**src/rtl/sipo_capture_pkg.sv**
```systemverilog
// Shared types and limits for the sipo_capture serial-to-parallel stage.
package sipo_capture_pkg;

    localparam int unsigned SIPO_WIDTH_MIN = 2;
    localparam int unsigned SIPO_WIDTH_MAX = 32;

    typedef enum logic [0:0] {
        ST_EMPTY = 1'b0,
        ST_FULL  = 1'b1
    } sipo_state_t;

endpackage

```
**src/rtl/sipo_capture_shift.sv**
```systemverilog
// Shift register and bit counter; flags the enabled edge that completes a word.
module sipo_shift #(
    parameter int unsigned WIDTH     = 8,
    parameter int unsigned MSB_FIRST = 1
) (
    input  logic                       clk,
    input  logic                       i_Reset,
    input  logic                       enable,
    input  logic                       d,
    output logic [WIDTH-1:0]           word_c,
    output logic                       done_c,
    output logic [$clog2(WIDTH)-1:0]   bit_count
);

    localparam int unsigned CW = $clog2(WIDTH);

    logic [WIDTH-1:0] sr_q;
    logic [WIDTH-1:0] shifted;

    // Word as it would look after inserting the current bit.
    always_comb begin
        if (MSB_FIRST != 0) begin
            shifted = {sr_q[WIDTH-2:0], d};
        end else begin
            shifted = {d, sr_q[WIDTH-1:1]};
        end
    end

    assign word_c = shifted;
    assign done_c = enable && (bit_count == CW'(WIDTH - 1));

    always_ff @(posedge clk) begin
        if (!i_Reset) begin
            sr_q      <= '0;
            bit_count <= '0;
        end else if (enable) begin
            if (done_c) begin
                sr_q      <= '0;
                bit_count <= '0;
            end else begin
                sr_q      <= shifted;
                bit_count <= bit_count + CW'(1);
            end
        end
    end

endmodule

```
**src/rtl/sipo_capture.sv**
```systemverilog
// Serial-to-parallel capture with a single-entry valid/ready output register
// and a sticky overflow flag for words that complete while the output is full.
module sipo_capture
    import sipo_capture_pkg::*;
#(
    parameter int unsigned WIDTH     = 8,
    parameter int unsigned MSB_FIRST = 1
) (
    input  logic                       clk,
    input  logic                       i_Reset,
    input  logic                       i_Enable,
    input  logic                       i_D,
    input  logic                       i_Ready,
    output logic [WIDTH-1:0]           o_Data,
    output logic                       o_Valid,
    output logic                       o_Overflow,
    output logic [$clog2(WIDTH)-1:0]   o_BitCount
);

    if (WIDTH < SIPO_WIDTH_MIN || WIDTH > SIPO_WIDTH_MAX) begin : g_width_check
        $error("sipo_capture: WIDTH out of range 2..32");
    end

    sipo_state_t      state_q, state_nx;
    logic [WIDTH-1:0] data_nx;
    logic             valid_nx;
    logic             ovf_nx;
    logic [WIDTH-1:0] word_c;
    logic             done_c;

    sipo_shift #(
        .WIDTH     (WIDTH),
        .MSB_FIRST (MSB_FIRST)
    ) u_shift (
        .clk       (clk),
        .i_Reset   (i_Reset),
        .enable    (i_Enable),
        .d         (i_D),
        .word_c    (word_c),
        .done_c    (done_c),
        .bit_count (o_BitCount)
    );

    // Next-state and output-register logic.
    always_comb begin
        state_nx = state_q;
        data_nx  = o_Data;
        valid_nx = o_Valid;
        ovf_nx   = o_Overflow;
        case (state_q)
            ST_EMPTY: begin
                if (done_c) begin
                    state_nx = ST_FULL;
                    data_nx  = word_c;
                    valid_nx = 1'b1;
                end
            end
            ST_FULL: begin
                if (i_Ready) begin
                    if (done_c) begin
                        data_nx = word_c;
                    end else begin
                        state_nx = ST_EMPTY;
                        valid_nx = 1'b0;
                    end
                end else if (done_c) begin
                    ovf_nx = 1'b1;
                end
            end
            default: begin
                state_nx = ST_EMPTY;
                valid_nx = 1'b0;
            end
        endcase
    end

    always_ff @(posedge clk) begin
        if (!i_Reset) begin
            state_q    <= ST_EMPTY;
            o_Data     <= '0;
            o_Valid    <= 1'b0;
            o_Overflow <= 1'b0;
        end else begin
            state_q    <= state_nx;
            o_Data     <= data_nx;
            o_Valid    <= valid_nx;
            o_Overflow <= ovf_nx;
        end
    end

endmodule
```
**config.mk**
```make
export PLATFORM = sky130hd
export DESIGN_NAME = sipo_capture
export DESIGN_NICKNAME = d
export VERILOG_FILES = /design/src/rtl/sipo_capture_pkg.sv /design/src/rtl/sipo_capture_shift.sv /design/src/rtl/sipo_capture.sv
export SDC_FILE = /design/constraint.sdc
export NUM_CORES = 1
export LEC_CHECK = 0
export ABC_AREA = 1
export BUFFER_PORTS_ARGS = -buffer_cell sky130_fd_sc_hd__clkbuf_2
export CORE_ASPECT_RATIO = 1.4
export CORE_MARGIN = 1.5
export CORE_UTILIZATION = 46
export CTS_CLUSTER_SIZE = 14
export DETAILED_ROUTE_END_ITERATION = 8
export GPL_ROUTABILITY_DRIVEN = 0
export GPL_TIMING_DRIVEN = 1
export PLACE_DENSITY = 0.72
export SETUP_SLACK_MARGIN = 0.02
export SLEW_MARGIN = 30
export SYNTH_ARGS = -nofsm -noshare
export SYNTH_HDL_FRONTEND = slang
export SYNTH_SLANG_ARGS = --single-unit
```
**constraint.sdc**
```tcl
create_clock -name clk -period 1.3 [get_ports clk]
set_input_delay 0.26 -clock clk [delete_from_list [all_inputs] [get_ports clk]]
set_output_delay 0.26 -clock clk [all_outputs]
set_load 0.05 [all_outputs]
```
==> results.yml, run 1 <==
clock_network:
  cts.htree.levels: 1
  cts-root-buf: "clkbuf_4"
  insertion_delay_ns: 0.30
  cts_tree: "built"
  path_clk_slew_ns: 0.12
  clock_path_buffers: 2
  cts.sinks: 21
  holdBufCountCts: 0
  cts_made_buffers: 3
route:
  drcViolationCount: 0
  first_iter_violations: 16
  avgViaCountPerCell: 4.787
  wl_per_cell_um: 10.11
  first_pass_iters: 4
  routed_wl_um: 1517
  ant_nets: 0
  via_count: 718
sta:
  drv_slew: 0
  hold_viol_final: 0
  skew_ns: 0.002900
  maxSlewHeadroom: 0.7848
  rsz0062_at_grt: "false"
  tns_ns: 0
  post-route-period-util: 0.9448
  holdWs_ns: 0.1860
  fin_crit_ns: 1.228
  setup_viol: 0
  worstMarginPinSlew_ns: 0.3225
  max_freq_mhz: 814.2
setup_path:
  cp_max_fo: 9
  required_ns: 1.54
  arrival_ns: 1.47
  crit_path_end_kind: "flip-flop"
  start_kind: "flip-flop"
  cp_common_cell: "ha_4"
  max_stage_delay_ns: 0.38
  worstSetupPathType: "flip-flop to flip-flop"
  crit_chain: "ha_4 > ha_4 > nor2_4 > nand2_1 > a21oi_1"
  critPathSlowestCell: "dfxtp_4"
floorplan:
  die_area_mm2: 0.002100
  fp.dieW_um: 39.16
  io-pin-count: 18
  coreArea_mm2: 0.001734
  dieHeight_um: 53.63
  start_util: 0.4856
  row_count: 18
synthesis:
  yosys_warnings: 0
  yosysMostFrequentCell: "nand2_1"
  synth_area_leaders: "dfxtp_1, nand2_1, a21oi_1"
  yosys-top-cells-count: "nand2_1, dfxtp_1, a21oi_1"
  synth_nets: 119
  synth_area_um2: 842.1
  synth.distinct_cells: 15
  syn_avg_cell_area_um2: 7.518
  synth_seq_cells: 21
  syn-instance-count: 112
  synth-edff-count: 0
  yosysSeqAreaShare: 0.4993
  yosys.area.top_type_share: 0.4993
  ys.flop_type: "dfxtp_1"
  synth_largest_area_cell: "dfxtp_1"
  synthArstFlopShare: 0
global_route:
  grt_pass1_vias: 542
  grt_max_degree: 18
  antenna_found_initial: 0
  grt_first_pass_wirelength_um: 2249
  gr-usage-met3: 0.03719
  overflow: 0
  gr-usage-all-layers: 0.1559
  gr-usage-met2: 0.2389
  use_met1: 0.1974
  gr-max-usage-layer: "met2"
power_and_ir_drop:
  p_leak_nw: 0.4322
  irDropWorstVdd_uv: 590.4
  power_density_mw_per_mm2: 1056
finish:
  antenna_cells: 0
  final_net_count: 138
  drive_gt1_frac: 0.2385
  post-route-util: 0.5859
  area_growth_syn_to_layout_pct: 20.65
run_status:
  status: "completed"
run:
  cap_violations: 0
placed_design:
  port_buffers: 17
  dp_hpwl_um: 1055
worst_hold_path:
  hp-class: "primary input to flip-flop"
==> layout make-up <==
class                      count  area [µm²]
clock buffer                   3       22.52
clock inverter                 1       5.005
fill                         175       718.2
inverter                      13       51.30
multi-input combinational     74       377.9
sequential                    21       429.2
tap                           20       25.02
timing repair buffer          18       105.1
==> where the power goes <==
part           leakage (nW)  internal, mW  total, mW  switching, mW
sequential            0.172         0.653      0.663         0.0101
combinational         0.243        0.0270     0.0894         0.0624
clock                0.0177         0.115      0.320          0.206
==> sequential cells by signal, summed over array words and instances, names as in the netlist <==
register / flops
o_Data: 8
u_shift.bit_count: 3
o_Valid: 1
u_shift.sr_q: 7
o_Overflow: 1
state_q: 1
==> timing repair <==
item / 4_1_cts / 5_1_grt
resized for setup: 1 / 0
setup buffers: 0 / 0
setup endpoints to repair: 2 / 0
==> worst paths after layout <==
path / startpoint / endpoint / slack [ns] / depth (start not counted)
max: u_shift.bit_count[0]$_SDFFE_PN0P_ / u_shift.sr_q[5]$_SDFFE_PN0P_ / 0.07 / 5
min: i_D / u_shift.sr_q[0]$_SDFFE_PN0P_ / 0.19 / 3
max reg2reg: u_shift.bit_count[0]$_SDFFE_PN0P_ / u_shift.sr_q[5]$_SDFFE_PN0P_ / 0.07 / 5
min reg2reg: o_Overflow$_SDFFE_PN0P_ / o_Overflow$_SDFFE_PN0P_ / 0.46 / 2
==> critical path: cells and delay by family, from the launching register on <==
kind                       cells  cell delay [ns]
AOI/OAI and AO/OA              1             0.16
adders and majority gates      2             0.33
DFF                            1             0.38
and+or+nand+nor                2             0.29
==> metal layers <==
layer	vias up	wire, µm
li1	392	-
met1	307	708
met2	17	737
met3	2	55
met4	0	16
met5	-	0
==> layout by cell type, fill, tap and decap left out <==
cell type and count:
dfxtp_4 2, inv_1 11, nor2_1 13, nor2_4 1
clkbuf_4 3, dfxtp_2 1, inv_4 1, nand2_1 26
clkinv_2 1, nand4_1 1, inv_2 1, nand2_4 1
o21ai_0 1, buf_12 1, nand3_1 9, a21oi_1 19
dfxtp_1 18, ha_4 2, clkbuf_2 17, o21a_1 1
==> through the flow <==
stage	instance area, µm²	worst slack [ns]	instances	power, mW
4_1_cts	1016	0.06375	150	1.081
5_1_grt	1016	0.03380	150	1.112
6_report	1016	0.07180	150	1.073
2_1_floorplan	885.9	0.01553	112	0.7427
3_5_place_dp	983.4	0.002316	146	0.7670
3_3_place_gp	983.4	0.06147	146	0.7645
==> cells by family after synthesis <==
group	count (synthesis)	share of synthesized area
flops	21	0.4993
simple gates	51	0.2467
buf+inv	17	0.09658
compound gates	21	0.1278
fa+ha+maj	2	0.02971
Note: power is estimated with default switching activity, not from simulation.
==> run 2, diff against run 1 <==
- CTS_CLUSTER_SIZE: 14 -> unset
- PLACE_DENSITY: 0.72 -> 0.69
==> run 2 against run 1 <==
  * Via count grew 0.97%
  * Critical path depth shrank 4
  * Global-route usage grew 0.68 points
  * Critical path type is now flip-flop to output port
  * Sequential power is essentially flat
  * Sequential share of layout area shrank 0.26 points
  * Clock power shrank 2%
  * First-iteration DRC count grew 19%
==> results.yml, run 2 (synthesis results as in run 1) <==
floorplan:
  fp.dieW_um: 39.16
  coreArea_mm2: 0.001734
  dieHeight_um: 53.63
  row_count: 18
  io-pin-count: 18
  start_util: 0.4856
  die_area_mm2: 0.002100
clock_network:
  path_clk_slew_ns: 0.11
  cts.sinks: 21
  postCtsSetupBuffers: 0
  cts_tree: "built"
  cts.htree.levels: 1
  holdBufCountCts: 0
  cts_made_buffers: 3
  cts-root-buf: "clkbuf_4"
  clock_path_buffers: 2
  insertion_delay_ns: 0.30
setup_path:
  crit_path_end_kind: "output port"
  max_stage_delay_ns: 0.39
  worst-path-buf-inv: 1
  start_kind: "flip-flop"
  required_ns: 1.04
  critPathTopFamily: "flip-flops"
  crit_chain: "clkbuf_2"
  cp_max_fo: 3
  arrival_ns: 0.98
  critPathSlowestCell: "dfxtp_2"
  worstSetupPathType: "flip-flop to output port"
power_and_ir_drop:
  finalPower_mw: 1.071
  seqPwrFrac: 0.619
  p_switching_mw: 0.2688
  clkPwrFrac: 0.294
  power_density_mw_per_mm2: 1047
  intPower_mw: 0.8019
  irDropWorstVdd_uv: 631.8
  pwr-share-comb: 0.086
  p_leak_nw: 0.4343
  power_switching_share: 0.2510
route:
  ant_nets: 0
  via_count: 725
  avgViaCountPerCell: 4.801
  first_iter_violations: 19
  wl_per_cell_um: 10.12
  first_pass_iters: 5
  routed_wl_um: 1528
  drcViolationCount: 0
finish:
  largest_register: "o_Data"
  final_cell_mix: "nand2_1, a21oi_1, dfxtp_1"
  largest_reg_flops: 8
  reg_top3: "o_Data (8), u_shift.sr_q (7), u_shift.bit_count (3)"
  area_growth_syn_to_layout_pct: 21.40
  antenna_cells: 0
  mostFrequentLayoutCell: "nand2_1"
  post-route-cell-area_mm2: 0.001022
  final_net_count: 139
  fillers: 169
  drive_gt1_frac: 0.2366
sta:
  maxSlewHeadroom: 0.8152
  post-route-period-util: 0.9527
  hold_viol_final: 0
  setup_viol: 0
  drv_slew: 0
  worstMarginPinSlew_ns: 0.2784
  fin_crit_ns: 1.239
  rsz0062_at_grt: "false"
  tns_ns: 0
  max_freq_mhz: 807.4
  skew_ns: 0.001865
global_route:
  antenna_found_initial: 0
  grt_pass1_vias: 558
  gr-usage-all-layers: 0.1628
  overflow: 0
  grt_max_degree: 18
  grt_first_pass_wirelength_um: 2304
placed_design:
  port_buffers: 17
  place_area_um2: 991.0
  dp_hpwl_um: 1117
run_status:
  status: "completed"
run:
  cap_violations: 0
worst_hold_path:
  hp-class: "primary input to flip-flop"
run 2: changes by cell type in the layout (fill, tap and decap cells not counted), sizes merged:
| cell | change |
|---|---|
| buf | +1 |
| clkbuf | +1 |
| clkinv | -1 |
run 2: path summary, 6_finish.rpt:
check | start | end | slack, ns | cells after the start
min | i_D | u_shift.sr_q[0]$_SDFFE_PN0P_ | 0.19 | 3
min reg2reg | o_Overflow$_SDFFE_PN0P_ | o_Overflow$_SDFFE_PN0P_ | 0.47 | 2
max reg2reg | u_shift.bit_count[0]$_SDFFE_PN0P_ | u_shift.sr_q[6]$_SDFFE_PN0P_ | 0.12 | 5
max | u_shift.bit_count[2]$_SDFFE_PN0P_ | o_BitCount[2] | 0.06 | 1
run 2: stage by stage:
stage / instances / util / hold slack (ns) / setup slack (ns)
2_1_floorplan: 112 / - / 0.4032 / 0.01553
3_3_place_gp: 147 / 0.5714 / 0.4403 / 0.06475
3_5_place_dp: 147 / 0.5714 / 0.4453 / 0.03982
4_1_cts: 151 / 0.5895 / 0.1909 / 0.05529
5_1_grt: 151 / 0.5895 / 0.1862 / 0.02940
6_report: 151 / 0.5895 / 0.1890 / 0.06148
run 2: layout make-up:
class,instances,area (µm²),area share
well taps,20,25.02,0.02448
flip-flops and latches,21,429.2,0.4198
inverters,13,51.30,0.05018
clock buffers,4,26.28,0.02570
multi-input cells,74,377.9,0.3696
repair buffers,19,112.6,0.1102
run 2: power by group through the flow:
stage | sequential, mW | combinational (mW) | clock, mW
3_5_place_dp | 0.678 | 0.0924 | 0
5_1_grt | 0.665 | 0.104 | 0.346
6_report | 0.663 | 0.0925 | 0.315
4_1_cts | 0.663 | 0.0936 | 0.320
2_1_floorplan | 0.700 | 0.0427 | 0
3_3_place_gp | 0.677 | 0.0899 | 0
run 2: routing by layer:
metal,global-route usage,up-vias,share of wire
met5,0,-,0
met4,0.1207,0,0.022
met3,0.02479,4,0.032
met2,0.2389,16,0.49
met1,0.2109,310,0.45
li1,-,395,-
run 2: repair_timing:
action | in CTS | in global routing
setup endpoints to repair | 1 | 0
resized for setup | 1 | 0
endpoints found under the hold margin | 0 | 0
==> run 3, diff against run 2 <==
- CELL_PAD_IN_SITES_DETAIL_PLACEMENT: unset -> 1
- CELL_PAD_IN_SITES_GLOBAL_PLACEMENT: unset -> 2
- CORE_UTILIZATION: 46 -> 26
- CTS_BUF_LIST: unset -> sky130_fd_sc_hd__clkbuf_16
- REMOVE_ABC_BUFFERS: unset -> 1
==> run 3 against run 2 <==
  * Clock power is 100% higher
  * Design area is 14% higher
  * Hold slack better by 0.074 ns
  * Sequential cell count stayed put
  * Critical endpoint is now o_Data[4]$_SDFFE_PN0P_
  * Sequential share of layout area is 5.8 points lower
  * Fmax is 2.0% lower
  * Combinational power is 17% higher
  * First-iteration DRC count is 37% lower
==> results.yml, run 3 (synthesis results as in run 1) <==
finish:
  mostFrequentLayoutCell: "nand2_1"
  final_net_count: 147
  post-route-cell-area_mm2: 0.001167
  final_cells: 178
  antenna_cells: 0
  largest_register: "o_Data"
  drive_gt1_frac: 0.3094
  area_growth_syn_to_layout_pct: 38.63
  seqCellArea_um2: 422.9
  reg_top3: "o_Data (8), u_shift.sr_q (7), u_shift.bit_count (3)"
  final_cell_mix: "nand2_1, dfxtp_1, clkbuf_2"
  fillers: 401
  largest_reg_flops: 8
  multi_input_area_um2: 392.9
global_route:
  grt_first_pass_wirelength_um: 3463
  overflow: 0
  gr-usage-all-layers: 0.1300
  grt_max_degree: 18
  grt_pass1_vias: 783
  antenna_found_initial: 0
clock_network:
  cts.htree.levels: 1
  cts-root-buf: "clkbuf_16"
  cts_tree: "built"
  cts_made_buffers: 3
  cts.sinks: 21
  insertion_delay_ns: 0.25
  path_clk_slew_ns: 0.06
  clock_path_buffers: 2
floorplan:
  io-pin-count: 18
  dieHeight_um: 70.34
  die_area_mm2: 0.003594
  fp.dieW_um: 51.10
  start_util: 0.2722
  coreArea_mm2: 0.003093
  row_count: 24
setup_path:
  start_kind: "flip-flop"
  r2r_cells: 6
  worstSetupPathType: "flip-flop to flip-flop"
  required_ns: 1.45
  arrival_ns: 1.41
  cp_max_fo: 8
  reg2reg_from: "u_shift.bit_count[1]$_SDFFE_PN0P_"
  r2r_setup_slack_ns: 0.04
  rr_endpoint: "o_Data[4]$_SDFFE_PN0P_"
  crit_path_end_kind: "flip-flop"
route:
  routed_wl_um: 2013
  ant_nets: 0
  via_count: 778
  first_iter_violations: 12
  drcViolationCount: 0
  first_pass_iters: 4
  avgViaCountPerCell: 4.371
  wl_per_cell_um: 11.31
sta:
  hold_viol_final: 0
  skew_ns: 0.001783
  worstMarginPinSlew_ns: 0.2800
  maxSlewHeadroom: 0.8141
  post-route-period-util: 0.9725
  max_freq_mhz: 791.0
  drv_slew: 0
  setup_viol: 0
  fin_crit_ns: 1.264
  tns_ns: 0
  rsz0062_at_grt: "true"
power_and_ir_drop:
  power_density_mw_per_mm2: 1209
  p_leak_nw: 0.4987
  irDropWorstVdd_uv: 620.2
worst_hold_path:
  min_from: "i_D"
  min_to: "u_shift.sr_q[0]$_SDFFE_PN0P_"
  hp-class: "primary input to flip-flop"
  hold_path_depth: 3
placed_design:
  dp_hpwl_um: 1397
  port_buffers: 17
  dp_cells: 171
  place_area_mm2: 0.001008
run_status:
  status: "completed"
run:
  cap_violations: 0
[run 3: cell count changes in the layout (fill, tap and decap cells not counted), sizes merged]
cell / change
clkinvlp: +1
buf: +7
inv: +1
clkbuf: -1
[run 3: worst max path at each step]
stage / from / end / cells past startpoint
floorplan: u_shift.bit_count[0]$_SDFFE_PN0P_ / o_Data[0]$_SDFFE_PN0P_ / 7
global placement: u_shift.bit_count[1]$_SDFFE_PN0P_ / o_Data[7]$_SDFFE_PN0P_ / 7
detailed placement: u_shift.bit_count[0]$_SDFFE_PN0P_ / o_Data[7]$_SDFFE_PN0P_ / 7
CTS: u_shift.bit_count[0]$_SDFFE_PN0P_ / o_Data[1]$_SDFFE_PN0P_ / 6
global route: u_shift.bit_count[1]$_SDFFE_PN0P_ / o_Data[1]$_SDFFE_PN0P_ / 6
finish: u_shift.bit_count[1]$_SDFFE_PN0P_ / o_Data[4]$_SDFFE_PN0P_ / 6
[run 3: stage by stage]
stage	setup WS, ns	hold slack [ns]	utilization	total power, mW
after detailed placement	-0.03000	0.4469	0.3261	0.7785
after global placement	0.02013	0.4434	0.3261	0.7771
final	0.03581	0.2632	0.3774	1.412
after CTS	0.01292	0.2631	0.3681	1.439
after global routing	-0.04281	0.2855	0.3774	1.485
after floorplan	-0.3407	0.3807	-	0.7323
[run 3: where the power goes]
group          switching, mW  internal, mW  total, mW  leakage [nW]
sequential           0.00914         0.655      0.664         0.170
clock                  0.230         0.410      0.640        0.0423
combinational         0.0693        0.0383      0.108         0.286
total                  0.309          1.10       1.41         0.499
[run 3: layout make-up]
cell class / count / area share
clock buffers: 3 / 0.06431
clock inverters: 1 / 0.003215
inverters: 13 / 0.04394
multi-input cells: 74 / 0.3365
flip-flops and latches: 21 / 0.3623
well taps: 39 / 0.04180
repair buffers: 26 / 0.1415
repair inverters: 1 / 0.006431
[run 3: what timing repair did]
| action | in CTS | in global routing |
|---|---|---|
| setup buffers | 2 | 0 |
| resized for setup | 7 | 7 |
| endpoints found under the setup margin | 9 | 11 |
| pin swaps | 2 | 6 |
| gates cloned | 1 | 0 |
| hold buffers | 0 | 0 |
[run 3: worst max-delay path: stages (launching register included)]
cell and delay, ns:
dfxtp_2 0.33, ha_4 0.16, ha_4 0.17, nand2_4 0.08
clkinvlp_4 0.19, a21oi_1 0.18, nor2_1 0.06
[run 3: per-layer routing]
metal  up-vias  global-route usage  part of all wire
li1        409                   -                 -
met1       351              0.1580              0.45
met2        13              0.2092              0.50
met3         5             0.03205             0.033
met4         0             0.06306             0.022
met5         -                   0                 0
